<file path="src/rtl/game_flow_if.sv">
// Signal bundle between the Pac-Man top level and the game-flow sequencer.
// The sequencer sits on the slave side; the top level (or a bench) drives the master side.
interface game_flow_if #(
    parameter int NUM_GHOSTS = 2,
    parameter int X_W        = 6,
    parameter int Y_W        = 5,
    parameter int LIVES_W    = 3,
    parameter int LEVEL_W    = 2
);
    logic                      start;
    logic                      pause_req;
    logic [X_W-1:0]            pac_x;
    logic [Y_W-1:0]            pac_y;
    logic [NUM_GHOSTS*X_W-1:0] ghost_x;
    logic [NUM_GHOSTS*Y_W-1:0] ghost_y;
    logic [15:0]               pills_left;
    logic                      sprite_reset;
    logic                      map_wr_reset;
    logic                      ghost_enable;
    logic [LIVES_W-1:0]        lives;
    logic [LEVEL_W-1:0]        level;
    logic [NUM_GHOSTS-1:0]     hit_vec;
    logic                      game_over;

    modport master (
        output start, pause_req, pac_x, pac_y, ghost_x, ghost_y, pills_left,
        input  sprite_reset, map_wr_reset, ghost_enable, lives, level, hit_vec, game_over
    );

    modport slave (
        input  start, pause_req, pac_x, pac_y, ghost_x, ghost_y, pills_left,
        output sprite_reset, map_wr_reset, ghost_enable, lives, level, hit_vec, game_over
    );
endinterface

</file>
<file path="src/rtl/game_flow_ctrl.sv">
// Game-flow sequencer: ghost collision detect, lives, resume delay, level progression
// and pause, driving the sprite/map-writer resets and ghost enable.
module game_flow_ctrl #(
    parameter int NUM_GHOSTS    = 2,
    parameter int X_W           = 6,
    parameter int Y_W           = 5,
    parameter int LIVES_INIT    = 3,
    parameter int LIVES_W       = 3,
    parameter int MAX_LEVEL     = 4,
    parameter int RESUME_CYCLES = 250000000,
    localparam int LEVEL_W      = (MAX_LEVEL > 1) ? $clog2(MAX_LEVEL) : 1
) (
    input  logic          CLOCK_50,
    input  logic          reset_n,
    game_flow_if.slave    bus
);
    localparam int                 TIMER_W    = $clog2(RESUME_CYCLES);
    localparam logic [TIMER_W-1:0] TIMER_LOAD = TIMER_W'(RESUME_CYCLES - 1);
    localparam logic [LEVEL_W-1:0] LEVEL_TOP  = LEVEL_W'(MAX_LEVEL - 1);
    localparam logic [LIVES_W-1:0] LIVES_LOAD = LIVES_W'(LIVES_INIT);

    typedef enum logic [2:0] {
        S_IDLE, S_PLAY, S_PAUSE, S_RESUME, S_LEVEL_UP, S_OVER
    } state_t;

    typedef struct packed {
        logic sprite_reset;
        logic map_wr_reset;
        logic ghost_enable;
        logic game_over;
    } ctrl_t;

    // Output pattern for each state; applied alongside every state update so the
    // control outputs are registered and always match the state register.
    function automatic ctrl_t decode(input state_t s);
        case (s)
            S_IDLE:     decode = '{1'b1, 1'b1, 1'b0, 1'b0};
            S_PLAY:     decode = '{1'b0, 1'b0, 1'b1, 1'b0};
            S_RESUME:   decode = '{1'b1, 1'b0, 1'b0, 1'b0};
            S_LEVEL_UP: decode = '{1'b1, 1'b1, 1'b0, 1'b0};
            S_OVER:     decode = '{1'b0, 1'b0, 1'b0, 1'b1};
            default:    decode = '{1'b0, 1'b0, 1'b0, 1'b0};
        endcase
    endfunction

    state_t                 state;
    ctrl_t                  ctrl_q;
    logic [TIMER_W-1:0]     timer;
    logic [LIVES_W-1:0]     lives_q;
    logic [LEVEL_W-1:0]     level_q;
    logic [NUM_GHOSTS-1:0]  hit_q;
    logic [NUM_GHOSTS-1:0]  coll;
    logic                   any_coll;

    // NOTE: every variable written here gets a default first, so no latch is inferred.
    always_comb begin
        coll = '0;
        for (int i = 0; i < NUM_GHOSTS; i++) begin
            coll[i] = (bus.ghost_x[i*X_W +: X_W] == bus.pac_x) &&
                      (bus.ghost_y[i*Y_W +: Y_W] == bus.pac_y);
        end
    end

    assign any_coll = |coll;

    // NOTE: sequential state uses non-blocking assignments so every register sees
    // the pre-edge values of the others.
    always_ff @(posedge CLOCK_50) begin
        if (!reset_n) begin
            state   <= S_IDLE;
            ctrl_q  <= decode(S_IDLE);
            timer   <= '0;
            lives_q <= LIVES_LOAD;
            level_q <= '0;
            hit_q   <= '0;
        end else begin
            case (state)
                S_IDLE: begin
                    if (bus.start) begin
                        state   <= S_PLAY;
                        ctrl_q  <= decode(S_PLAY);
                        lives_q <= LIVES_LOAD;
                        level_q <= '0;
                    end
                end

                S_PLAY: begin
                    // A collision outranks a cleared map in the same cycle.
                    if (any_coll) begin
                        hit_q <= coll;
                        if (lives_q > LIVES_W'(1)) begin
                            state   <= S_RESUME;
                            ctrl_q  <= decode(S_RESUME);
                            lives_q <= lives_q - LIVES_W'(1);
                            timer   <= TIMER_LOAD;
                        end else begin
                            state   <= S_OVER;
                            ctrl_q  <= decode(S_OVER);
                            lives_q <= '0;
                        end
                    end else if (bus.pills_left == 16'd0) begin
                        state  <= S_LEVEL_UP;
                        ctrl_q <= decode(S_LEVEL_UP);
                        timer  <= TIMER_LOAD;
                        if (level_q != LEVEL_TOP) level_q <= level_q + LEVEL_W'(1);
                    end else if (bus.pause_req) begin
                        state  <= S_PAUSE;
                        ctrl_q <= decode(S_PAUSE);
                    end
                end

                S_PAUSE: begin
                    if (!bus.pause_req) begin
                        state  <= S_PLAY;
                        ctrl_q <= decode(S_PLAY);
                    end
                end

                S_RESUME, S_LEVEL_UP: begin
                    if (timer == '0) begin
                        state  <= S_PLAY;
                        ctrl_q <= decode(S_PLAY);
                    end else begin
                        timer <= timer - TIMER_W'(1);
                    end
                end

                S_OVER: begin
                    // start must drop before a new game can begin.
                    if (!bus.start) begin
                        state  <= S_IDLE;
                        ctrl_q <= decode(S_IDLE);
                    end
                end

                default: begin
                    state  <= S_IDLE;
                    ctrl_q <= decode(S_IDLE);
                end
            endcase
        end
    end

    assign bus.sprite_reset = ctrl_q.sprite_reset;
    assign bus.map_wr_reset = ctrl_q.map_wr_reset;
    assign bus.ghost_enable = ctrl_q.ghost_enable;
    assign bus.game_over    = ctrl_q.game_over;
    assign bus.lives        = lives_q;
    assign bus.level        = level_q;
    assign bus.hit_vec      = hit_q;
endmodule

</file>
<file path="src/flat_wrapper.sv">
// flat-port wrapper written by rule: the top's interface ports become plain ports
module game_flow_ctrl_flat 
#(
    parameter int NUM_GHOSTS    = 2,
    parameter int X_W           = 6,
    parameter int Y_W           = 5,
    parameter int LIVES_INIT    = 3,
    parameter int LIVES_W       = 3,
    parameter int MAX_LEVEL     = 4,
    parameter int RESUME_CYCLES = 250000000,
    localparam int LEVEL_W      = (MAX_LEVEL > 1) ? $clog2(MAX_LEVEL) : 1
)
  (CLOCK_50, reset_n, bus_start, bus_pause_req, bus_pac_x, bus_pac_y, bus_ghost_x, bus_ghost_y, bus_pills_left, bus_sprite_reset, bus_map_wr_reset, bus_ghost_enable, bus_lives, bus_level, bus_hit_vec, bus_game_over);
  game_flow_if #(.NUM_GHOSTS(NUM_GHOSTS), .X_W(X_W), .Y_W(Y_W), .LIVES_W(LIVES_W), .LEVEL_W((2))) bus_i ();
  input  logic CLOCK_50;
  input  logic reset_n;
  input wire logic [$bits(bus_i.start)-1:0] bus_start;
  input wire logic [$bits(bus_i.pause_req)-1:0] bus_pause_req;
  input wire logic [$bits(bus_i.pac_x)-1:0] bus_pac_x;
  input wire logic [$bits(bus_i.pac_y)-1:0] bus_pac_y;
  input wire logic [$bits(bus_i.ghost_x)-1:0] bus_ghost_x;
  input wire logic [$bits(bus_i.ghost_y)-1:0] bus_ghost_y;
  input wire logic [$bits(bus_i.pills_left)-1:0] bus_pills_left;
  output wire logic [$bits(bus_i.sprite_reset)-1:0] bus_sprite_reset;
  output wire logic [$bits(bus_i.map_wr_reset)-1:0] bus_map_wr_reset;
  output wire logic [$bits(bus_i.ghost_enable)-1:0] bus_ghost_enable;
  output wire logic [$bits(bus_i.lives)-1:0] bus_lives;
  output wire logic [$bits(bus_i.level)-1:0] bus_level;
  output wire logic [$bits(bus_i.hit_vec)-1:0] bus_hit_vec;
  output wire logic [$bits(bus_i.game_over)-1:0] bus_game_over;
  assign bus_i.start = bus_start;
  assign bus_i.pause_req = bus_pause_req;
  assign bus_i.pac_x = bus_pac_x;
  assign bus_i.pac_y = bus_pac_y;
  assign bus_i.ghost_x = bus_ghost_x;
  assign bus_i.ghost_y = bus_ghost_y;
  assign bus_i.pills_left = bus_pills_left;
  assign bus_sprite_reset = bus_i.sprite_reset;
  assign bus_map_wr_reset = bus_i.map_wr_reset;
  assign bus_ghost_enable = bus_i.ghost_enable;
  assign bus_lives = bus_i.lives;
  assign bus_level = bus_i.level;
  assign bus_hit_vec = bus_i.hit_vec;
  assign bus_game_over = bus_i.game_over;
  game_flow_ctrl #(.NUM_GHOSTS(NUM_GHOSTS), .X_W(X_W), .Y_W(Y_W), .LIVES_INIT(LIVES_INIT), .LIVES_W(LIVES_W), .MAX_LEVEL(MAX_LEVEL), .RESUME_CYCLES(RESUME_CYCLES)) u_core (.CLOCK_50(CLOCK_50), .reset_n(reset_n), .bus(bus_i));
endmodule
</file>
<file path="config.mk">
export PLATFORM = sky130hd
export DESIGN_NAME = game_flow_ctrl_flat
export DESIGN_NICKNAME = d
export VERILOG_FILES = /design/src/rtl/game_flow_if.sv /design/src/rtl/game_flow_ctrl.sv /design/src/flat_wrapper.sv
export SDC_FILE = /design/constraint.sdc
export NUM_CORES = 1
export LEC_CHECK = 0
export ABC_AREA = 1
export BUFFER_PORTS_ARGS = -buffer_cell sky130_fd_sc_hd__buf_2
export CAP_MARGIN = 10
export CORE_ASPECT_RATIO = 0.7
export CORE_MARGIN = 2
export CORE_UTILIZATION = 48
export DETAILED_ROUTE_END_ITERATION = 6
export GPL_ROUTABILITY_DRIVEN = 0
export PLACE_DENSITY = 0.78
export SLEW_MARGIN = 30
export SYNTH_ARGS = -nofsm -noshare
export SYNTH_HDL_FRONTEND = slang
export SYNTH_SLANG_ARGS = --single-unit
</file>
<file path="constraint.sdc">
create_clock -name CLOCK_50 -period 1.9 [get_ports CLOCK_50]
set_input_delay 0 -clock CLOCK_50 [delete_from_list [all_inputs] [get_ports CLOCK_50]]
set_output_delay 0 -clock CLOCK_50 [all_outputs]
set_load 0.01 [all_outputs]
</file>
* After elaboration in Yosys (flattened, before gate mapping) *
Index checks and enable logic that the tools add are counted.

storage, ports and cells
  register bits = 42
  input port bits = 53
  logic and storage cells = 81

cells by class
  magnitude comparators = 1
  $add $sub $neg = 3
  muxes and demuxes = 32
  reductions and logical operators = 14
  equal/unequal tests = 22

operators by type and width
  kind                   count
  $mux 28                4
  $pmux 28 s2            1
  $mux 3                 11
  $mux 4                 8
  $logic_not 28->1       1
  $sub 28x1->28 const B  1
  $pmux 4 s5             1
  $logic_not 16->1       1
  $pmux 3 s5             1
  $eq 6x6->1             2
  $ne 2x2->1 const B     6
  $eq 5x5->1             2
  $reduce_and 5->1       2
  $mux 2                 4
  $ne 2x1->1 const B     4
  $eq 3x2->1 const B     2
  $eq 3x3->1 const B     2
  $pmux 3 s2             1
  $ne 4x2->1 const B     1
  $pmux 2 s2             1
  $reduce_and 4->1       1
  $reduce_bool 2->1      2
  $reduce_or 2->1        2
  $eq 3x1->1 const B     1
  other kinds (9)        10

* Logic depth before layout (Yosys ltp) *
Gate-level depths: netlist of the first run.

  depth in word-level cells = 5
  gate-level depth with buffers = 14
  gate-level depth less buffers = 13

* Least setup slack after synthesis of the first run *
No wires, ideal clock.

  kind = register to register
  from = reg u_core.lives_q[1], in the netlist u_core.bus.lives[1]
  to = reg u_core.timer[9]
  required time = 1.758 ns
  period minus slack after synthesis = 1.720 ns
  cell stages (with the launch flop) = 9
  setup time = 0.142 ns
  arrival = 1.578 ns
  slack = 0.180 ns
  buffers on the path = 1
  cell sequence = dfxtp_1 -> inv_1 -> ha_1 -> inv_1 -> o21ai_0 -> nand3_4 -> buf_2 -> nand3_2 -> a21oi_2

between the ends
  word-level cells in the longest chain between the ends = 3

RTL lines
  what                        RTL line               text
  from (decl)                 game_flow_ctrl.sv:49   logic [LIVES_W-1:0] lives_q;
  from (signal assigned)      game_flow_ctrl.sv:94   lives_q <= lives_q - LIVES_W'(1);
  $gt 3x1->1                  game_flow_ctrl.sv:91   if (lives_q > LIVES_W'(1)) begin
  $ne 3x3->1 (no line)        --
  $reduce_and 4->1 (no line)  --
  to (signal assigned)        game_flow_ctrl.sv:124  timer <= timer - TIMER_W'(1);
  to (decl)                   game_flow_ctrl.sv:48   logic [TIMER_W-1:0] timer;

No other way between the ends.
A chain may end at the register's enable or synchronous reset.

* Worst setup path after layout of the first run *
  from = reg u_core.timer[5]
  to = reg u_core.timer[19]

between the ends
  word-level cells in the longest chain between the ends = 3
  elaborated cells on any way between the ends = 6
  classes of those cells = add/sub (1); eq/ne (1); mux (2); reduce/logical (2)

RTL lines
  what                                                      RTL line
  $sub 28x1->28 / $logic_not 28->1 (equally long branches)  game_flow_ctrl.sv:124, game_flow_ctrl.sv:120
  $mux 28 / $ne 2x2->1 (equally long branches)              --
  $pmux 28 s2 / $reduce_and 4->1 (equally long branches)    --

Several ways; a longest one is shown, not always the timed one. The select of a mux whose other input is x is not followed.

==> results.md, run 1 <==
* Count of nets after finishing at 650
* Rows at 25
* Clock skew at 0.00941 ns
* Worst-case clock buffer depth at 2
* CTS Hold Bufs at 0
* Top cell by count, worst path: nand2_1
* Maximum vdd drop at 524 uV
* Num ports at 64
* Top cell family by delay on the critical path: simple AND/OR/NAND/NOR gates
* Area Overhead vs Synth at 18.0%
* Mapped Area at 3310 um2
* Die height at 73.5 um
* First-pass GRT wire length at 14000 um
* Remaining antenna violation count at 0
* Initial antenna violation count at 0
* Initial Util at 49.2%
* Synth top area cells: dfxtp_1 25%, nand2_1 17%, nor2_1 9.3%
* Slew Limit Fails at 0
* Slowest stage cell on the critical path: dfxtp_1
* Buffers on Ports at 63
* Top-area cell type share of the netlist area at 25.4%
* Drt drc at 0
* YS warnings at 0
* Syn Inst Count at 521
* Outcome: finished clean
* Crit-path max FO at 5
* Seq/Total Area, Yosys at 25.4%
* Commonest non-fill, non-tap cell in the layout: nand2_1
* Core footprint at 6730 um2
* Final wirelength at 8430 um
* Worst-margin pin slew at 0.470 ns
* Syn Nets at 579
* Vias per std cell at 5.06
* Pwr dens at 1390 nW/um2
* DP HPWL at 6470 um
* Worst EP arrival at 2.04 ns
* CP Class: reg2reg
* Clock transition at path regs at 0.08 ns
* Syn Area/Cell at 6.35 um2
* Hold Fails Final Rpt at 0
* N_diodes at 0
* Number of global-route vias before repair at 3127
* Placed cell areas at 3750 um2
* Max Cap Viol at 0
* CP max stage delay at 0.35 ns
* Crit share post-route at 94.7%
* GRT overflow at 0
* Setup violators final at 0
* WP buf/inv at 0
* CP Launch Type: register
* Root Driver: clkbuf_8
* Layout cells sized above 1 at 27.5%
* Vias at 3476
* Slew margin rel. at 68.4%
* Fmax at 556 MHz
* TritonCTS clock tree: done
* Filler Cells Inserted at 626
* Max H-tree Level at 2
* Die W at 103 um
* Pin count of the biggest net entering global routing at 22
* All-Layer GR Usage at 23.2%
* Sink Count at 42
* Design Area, Final at 3900 um2
* Critical Path Sink Type: register
* Final Critical Period at 1.80 ns
* Num CTS Buffers at 5
* Drt wl/cell at 12.3 um
* Synth unique cells at 36
* Worst skew pair latency at 0.30 ns
* Cell taking the most area after synthesis: dfxtp_1
* Hold WC Path Type: in2reg
* Die area at 7590 um2
* DR iter-0 viols at 255
* 1st-pass router iterations at 4
* Crit-path cells: nor2_1 -> nand2_1 -> nor2_1 -> nand2_2 -> nor2_4 -> nand2_1 -> nand2_1 -> nand2_1 -> nor2_1 -> nand3_2 -> a21oi_2
* Lkg Pwr at 1.89 nW
* #FFs+latches synth at 42
* Worst EP required at 2.14 ns
* Setup Total Neg Slack at 0 ns
* Most frequent cells in the layout: 147 x nand2_1, 82 x nor2_1, 63 x buf_2
[flip-flops by register name, indices dropped and copies added (netlist names), 2 cells and up]
name	count
u_core.bus.hit_vec	2
u_core.bus.lives	3
u_core.state	3
u_core.timer	28
u_core.bus.level	2
[report_power, final]
group	internal, W	total [W]	switching, W
Sequential	0.00111	0.00133	0.000216
Combinational	0.00123	0.00339	0.00216
Clock	0.000394	0.000714	0.000321
Total	0.00274	0.00543	0.00269
[logic make-up after synthesis]
family	after synthesis	synth area share, %
adder cells (fa/ha/maj)	5	1.89
flip-flops	42	25.4
AND/OR/NAND/NOR	332	48.2
AO/OA/AOI/OAI	45	9.30
buffers and inverters	77	9.94
XOR/XNOR	20	5.29
[per-stage QoR]
step	instances	util [%]	worst slack, ns	hold slack (ns)	total power, W
after floorplan	521	-	0.180	0.147	0.00385
after global placement	676	55.7	0.125	0.346	0.00445
after detailed placement	676	55.7	0.0757	0.363	0.00453
after CTS	684	57.3	0.0436	0.0457	0.00528
after global routing	687	58.0	-0.00846	0.0907	0.00588
final	687	58.0	0.101	0.0576	0.00543
[synthesized netlist by cell type]
cell type and instances:
nand2_1 149, nor2_1 82, inv_1 52, dfxtp_1 42, nand3_1 36, nand3_2 20
a21oi_2 17, a21oi_1 13, xnor2_1 13, inv_2 11, nand4_1 11, nor2_2 11
o21ai_0 9, xor2_1 7, ha_1 5, or2_2 5, buf_6 4, clkbuf_1 4
nand2_2 3, nand2_4 3, nand3_4 3, nor3_1 3, o211ai_1 3, buf_2 2
buf_4 2, a31o_2 1, buf_1 1, clkinv_1 1, nand3b_1 1, nor2_4 1
nor3_2 1, nor3_4 1, nor4_1 1, o211a_1 1, o21a_1 1, or2_1 1
[repair_timing]
item,CTS,global route
gates resized for setup,0,9
endpoints found under the setup margin,0,35
setup buffers,0,3
[layout make-up]
| type | count | area, um2 | area share, % |
|---|---|---|---|
| Clock buffer | 7 | 76.3 | 1.96 |
| Clock inverter | 1 | 30.0 | 0.769 |
| Inverter | 64 | 243 | 6.22 |
| Multi-Input combinational cell | 402 | 2160 | 55.3 |
| Sequential cell | 42 | 841 | 21.5 |
| Tap cell | 94 | 118 | 3.01 |
| Timing Repair Buffer | 77 | 437 | 11.2 |
[layer usage]
layer  track usage, %  share of wire [%]  vias to the layer above
met4             6.43                1.3                        0
met3             2.95                6.1                       12
met1             33.5                 49                     1561
met2             36.5                 44                      119
li1                 -                  -                     1784
met5                0                  0                        -
[worst min-delay path: cells and delay by family]
kind / cells / cell delay, ns
buffers and inverters: 2 / 0.19
AOI/OAI and AO/OA: 1 / 0.13
[final timing paths]
| path | from | to | slack, ns | depth (start not counted) |
|---|---|---|---|---|
| worst max-delay path | u_core.timer[5]$_SDFFE_PN0P_ | u_core.timer[19]$_SDFFE_PN0P_ | 0.10 | 11 |
| worst min-delay path | reset_n | u_core.bus.level[1]$_SDFFE_PN0P_ | 0.06 | 3 |
| worst max register to register | u_core.timer[5]$_SDFFE_PN0P_ | u_core.timer[19]$_SDFFE_PN0P_ | 0.10 | 11 |
| worst min register to register | u_core.bus.hit_vec[1]$_SDFFE_PN0P_ | u_core.bus.hit_vec[1]$_SDFFE_PN0P_ | 0.47 | 2 |
Power figures use the tool's default switching activity.
==> run 2: changes to the inputs <==
Settings changed: SETUP_SLACK_MARGIN set to 0.2, SLEW_MARGIN 30 to not set.
==> run 2 against run 1 <==
First-iteration DRC count up 25%. Core utilization up 3.6 points. Via count up 1.4%. Die area unchanged. Wire length up 7.7%. Combinational power up 15%. Sequential cell count unchanged. Clock-buffer cell count unchanged. Sequential share of layout area down 0.90 points. Fmax up 8.5%. Worst setup slack better by 0.14 ns. Critical path type unchanged.
==> results.md, run 2 (synthesis results as in run 1) <==
* CP Launch Type: register
* Filler Cells Inserted at 580 (-7.3%)
* GRT overflow at 0 (unchanged)
* Max reg flops at 28 (unchanged)
* Core footprint at 6730 um2 (unchanged)
* Top cell family by delay on the critical path: simple AND/OR/NAND/NOR gates
* Critical Path Sink Type: register
* Final Critical Period at 1.66 ns (-0.141 ns)
* Worst EP required at 2.14 ns (about the same)
* Rows at 25 (unchanged)
* Num CTS Buffers at 5 (unchanged)
* DP HPWL at 6460 um (-0.28%)
* TritonCTS clock tree: done
* Pwr dens at 1420 nW/um2 (+2.1%)
* Max H-tree Level at 2 (unchanged)
* Lkg Pwr at 1.98 nW (+4.9%)
* Initial antenna violation count at 0 (unchanged)
* CP Class: reg2reg
* Crit-path cells: inv_2 -> nand3_4 -> nor2_4 -> nand2_4 -> nor2_4 -> buf_4 -> nand4_1 -> o211a_1 -> nor2_1
* CTS Hold Bufs at 0 (unchanged)
* Maximum vdd drop at 581 uV (+11%)
* Worst-case clock buffer depth at 2 (unchanged)
* Max Cap Viol at 0 (unchanged)
* Hold slack at 0.0816 ns (+0.0240 ns)
* Worst-margin pin slew at 0.405 ns (-0.0655 ns)
* Hold Fails Final Rpt at 0 (unchanged)
* Clock skew at 0.00529 ns (-0.00412 ns)
* GR Util met1 at 34.3% (+0.79 points)
* Root Driver: clkbuf_8
* Setup violators final at 0 (unchanged)
* Crit-path max FO at 6 (+1)
* CP startpoint: u_core.timer[1]$_SDFFE_PN0P_
* Remaining antenna violation count at 0 (unchanged)
* Initial Util at 49.2% (unchanged)
* Sink Count at 42 (unchanged)
* Layout cells sized above 1 at 35.4% (+7.9 points)
* CP max stage delay at 0.31 ns (-0.04 ns)
* First-pass GRT wire length at 14300 um (+2.2%)
* Count of nets after finishing at 661 (+1.7%)
* Pin count of the biggest net entering global routing at 22 (unchanged)
* GRT busiest layer: met2
* Met2 usage at 36.4% (-0.14 points)
* Hold WC Path Type: in2reg
* HP Start: reset_n
* Slew Limit Fails at 0 (unchanged)
* WP buf/inv at 2 (+2)
* 1st-pass router iterations at 5 (+1)
* Setup Total Neg Slack at 0 ns (unchanged)
* Commonest non-fill, non-tap cell in the layout: nand2_1
* Number of global-route vias before repair at 3177 (+1.6%)
* Vias per std cell at 5.05 (-0.19%)
* Buffers on Ports at 63 (unchanged)
* Vias at 3525 (+1.4%)
* Die height at 73.5 um (unchanged)
* All-Layer GR Usage at 23.6% (+0.33 points)
* Reg2reg start: u_core.timer[1]$_SDFFE_PN0P_
* Fmax at 603 MHz (+8.5%)
* DR iter-0 viols at 319 (+25%)
* Area Overhead vs Synth at 25.3%
* Worst skew pair latency at 0.30 ns (about the same)
* Die W at 103 um (unchanged)
* Outcome: finished clean
* Slowest stage cell on the critical path: dfxtp_1
* Worst EP arrival at 1.90 ns (-0.14 ns)
* Top cell by count, worst path: nor2_4
* Slew margin rel. at 72.9% (+4.6 points)
* N_diodes at 0 (unchanged)
* Num ports at 64 (unchanged)
* Most frequent cells in the layout: 142 x nand2_1, 63 x nor2_1, 63 x buf_2
* Drt drc at 0 (unchanged)
* Top reg by flops: u_core.timer
* Crit share post-route at 87.3% (-7.4 points)
* Met3 usage at 3.62% (+0.67 points)
* Die area at 7590 um2 (unchanged)
* Unrepaired setup endpoints after global routing: true
* Final wirelength at 9080 um (+7.7%)
* Clock transition at path regs at 0.08 ns (about the same)
* Drt wl/cell at 13.0 um (+6.0%)
[run 2: worst reg2reg max path: stages, from the launching register on]
cell and delay (ns):
dfxtp_1 0.31, inv_2 0.12, nand3_4 0.10, nor2_4 0.20, nand2_4 0.10, nor2_4 0.17, buf_4 0.14, nand4_1 0.10
o211a_1 0.25, nor2_1 0.11
[run 2: timing repair]
action                     in CTS  in global routing
cloned                          0                  1
setup buffers                   1                  9
setup endpoints to repair      34                 36
pin swaps                       1                  7
gates resized for setup         7                 54
[run 2: area by class of cell]
class	instances	area [um2]	area share [%]
tap	94	118	2.84
multi-input combinational	402	2290	55.3
timing repair buffer	88	541	13.0
inverter	64	248	5.97
clock buffer	7	86.3	2.08
sequential	42	856	20.6
clock inverter	1	5.00	0.121
[run 2: final timing paths]
path,end,slack (ns),depth (start not counted)
setup reg to reg,u_core.timer[23]$_SDFFE_PN0P_,0.24,9
setup / recovery,u_core.timer[23]$_SDFFE_PN0P_,0.24,9
hold / removal,u_core.timer[22]$_SDFFE_PN0P_,0.08,3
hold reg to reg,u_core.bus.hit_vec[1]$_SDFFE_PN0P_,0.46,2
[run 2: metrics by stage]
stage / std cells / total power, W / util [%] / worst slack [ns] / area, um2
CTS: 688 / 0.00526 / 57.9 / 0.176 / 3890
finish: 698 / 0.00589 / 61.7 / 0.242 / 4150
floorplan: 521 / 0.00385 / - / 0.352 / 3310
detailed placement: 679 / 0.00457 / 56.1 / 0.0681 / 3770
global placement: 679 / 0.00448 / 56.1 / 0.122 / 3770
global route: 698 / 0.00635 / 61.7 / 0.127 / 4150
[run 2: report_power, final]
group	leakage, nW	switching [W]	internal (W)	total [W]
registers	0.349	0.000237	0.00112	0.00136
clock network	0.0482	0.000321	0.000294	0.000614
logic	1.58	0.00240	0.00151	0.00391
total	1.98	0.00296	0.00293	0.00589
[run 2: routing by layer]
layer	wire length (um)	vias up
met5	0	-
met4	117	0
met3	550	15
met2	4150	121
met1	4260	1579
li1	-	1810
==> run 3: changes to the inputs <==
Clock period 1.9 ns to 2 ns, I/O delays scaled along.
==> run 3 against run 2 <==
Total power down 7.8%. Design area down 3.0%. Sequential cell count unchanged. Wire length about the same. Clock-buffer cell count unchanged. Cell count down 0.86%. Critical path depth up 1. Largest cell class unchanged.
==> results.md, run 3 (synthesis results as in run 1) <==
* Outcome: finished clean
* Non-Filler Instances at 692 (-0.86%)
* Hold Fails Final Rpt at 0 (unchanged)
* Max Cap Viol at 0 (unchanged)
* Number of global-route vias before repair at 3235 (+1.8%)
* Area taken by multi-input logic gates at 2220 um2 (-3.2%)
* 1st-pass router iterations at 5 (unchanged)
* DR iter-0 viols at 319 (unchanged)
* CP Launch Type: register
* Top reg by flops: u_core.timer
* Initial Util at 49.2% (unchanged)
* Reg area at 853 um2 (-0.29%)
* TritonCTS clock tree: done
* Crit-path max FO at 14 (+8)
* Max reg flops at 28 (unchanged)
* Final wirelength at 9070 um (about the same)
* Num CTS Buffers at 5 (unchanged)
* Worst-case clock buffer depth at 2 (unchanged)
* Sink Count at 42 (unchanged)
* Slew Limit Fails at 0 (unchanged)
* First-pass GRT wire length at 14500 um (+1.5%)
* Vias at 3581 (+1.6%)
* Clock skew at 0.0163 ns (+0.0110 ns)
* Max H-tree Level at 2 (unchanged)
* Maximum vdd drop at 686 uV (+18%)
* Worst EP arrival at 1.98 ns (+0.08 ns)
* Remaining antenna violation count at 0 (unchanged)
* Num ports at 64 (unchanged)
* Lkg Pwr at 1.92 nW (-2.9%)
* Pin count of the biggest net entering global routing at 23 (+4.5%)
* Initial antenna violation count at 0 (unchanged)
* Post-placement cell count at 675 (-0.59%)
* Crit share post-route at 88.2% (+0.96 points)
* Vias per std cell at 5.17 (+2.5%)
* Final Critical Period at 1.76 ns (+0.106 ns)
* Rows at 25 (unchanged)
* Layout cells sized above 1 at 32.1% (-3.3 points)
* Critical Path Sink Type: register
* Slew margin rel. at 26.4% (-46 points)
* Pwr dens at 1350 nW/um2 (-5.0%)
* Drt drc at 0 (unchanged)
* Worst skew pair latency at 0.29 ns (about the same)
* Drt wl/cell at 13.1 um (+0.81%)
* Worst-margin pin slew at 1.10 ns (+0.698 ns)
* Setup Total Neg Slack at 0 ns (unchanged)
* Core footprint at 6730 um2 (unchanged)
* Die W at 103 um (unchanged)
* Count of nets after finishing at 656 (-0.76%)
* Setup violators final at 0 (unchanged)
* DP HPWL at 6350 um (-1.6%)
* Fmax at 567 MHz (-6.0%)
* CTS Hold Bufs at 0 (unchanged)
* Die height at 73.5 um (unchanged)
* N_diodes at 0 (unchanged)
* Clock transition at path regs at 0.09 ns (about the same)
* Root Driver: clkbuf_8
* GRT overflow at 0 (unchanged)
* Buffers on Ports at 63 (unchanged)
* Hold WC Path Type: in2reg
* Die area at 7590 um2 (unchanged)
* Area Overhead vs Synth at 21.6%
* Unrepaired setup endpoints after global routing: true
* Layout Utilization at 59.9% (-1.8 points)
* All-Layer GR Usage at 23.6% (+0.044 points)
* Filler Cells Inserted at 610 (+5.2%)
* Most frequent cells in the layout: 146 x nand2_1, 72 x nor2_1, 63 x buf_2
* Worst EP required at 2.22 ns (+0.08 ns)
* CP Class: reg2reg
* Commonest non-fill, non-tap cell in the layout: nand2_1
==> run 3: metrics by stage <==
step	setup WS (ns)	hold WS, ns	instance area (um2)	power, W
3_3_place_gp	0.135	0.418	3740	0.00423
3_5_place_dp	0.0728	0.420	3740	0.00432
5_1_grt	0.113	0.141	4030	0.00589
6_report	0.236	0.139	4030	0.00543
2_1_floorplan	0.280	0.147	3310	0.00365
4_1_cts	0.183	0.130	3860	0.00497
==> run 3: report_power, final <==
group          total (W)  internal (W)  switching, W
clock           0.000544      0.000242      0.000302
combinational    0.00359       0.00135       0.00224
sequential       0.00130       0.00107      0.000230
total            0.00543       0.00266       0.00277
==> run 3: critical path: stages, from the launching register on <==
cell and delay, ns:
dfxtp_2 0.35, inv_1 0.11, a21oi_2 0.09, nor3_4 0.26, buf_6 0.21, inv_1 0.16, a21oi_1 0.15, o21ai_0 0.10
nand3_1 0.08, nand2_1 0.05, nor2_1 0.12
==> run 3: cell type report <==
type / count / area share, %
inverter: 64 / 6.40
multi-input combinational: 402 / 55.2
timing repair inverter: 1 / 0.218
timing repair buffer: 82 / 12.2
clock buffer: 7 / 1.90
sequential: 42 / 21.2
tap: 94 / 2.92
==> run 3: path summary, 6_finish.rpt <==
check                                startpoint                              endpoint  slack [ns]  cells past startpoint
min reg2reg  u_core.bus.hit_vec[0]$_SDFFE_PN0P_    u_core.bus.hit_vec[0]$_SDFFE_PN0P_        0.46                      2
max reg2reg        u_core.state[0]$_SDFFE_PN0P_         u_core.timer[24]$_SDFFE_PN0P_        0.24                     10
min                                     reset_n  u_core.bus.map_wr_reset$_SDFFE_PN1P_        0.14                      2
max                u_core.state[0]$_SDFFE_PN0P_         u_core.timer[24]$_SDFFE_PN0P_        0.24                     10
==> run 3: per-layer routing <==
metal  global-route usage [%]  wire (um)
met4                     4.24        128
met5                        0          0
met1                     31.6       4080
met3                     4.85        629
met2                     39.8       4240
==> run 3: timing repair <==
item	in CTS	in global routing
pin swaps	2	6
resized for setup	4	39
endpoints found under the setup margin	30	32
buffers inserted	3	6
hold endpoints to repair	0	0
gates cloned	0	1
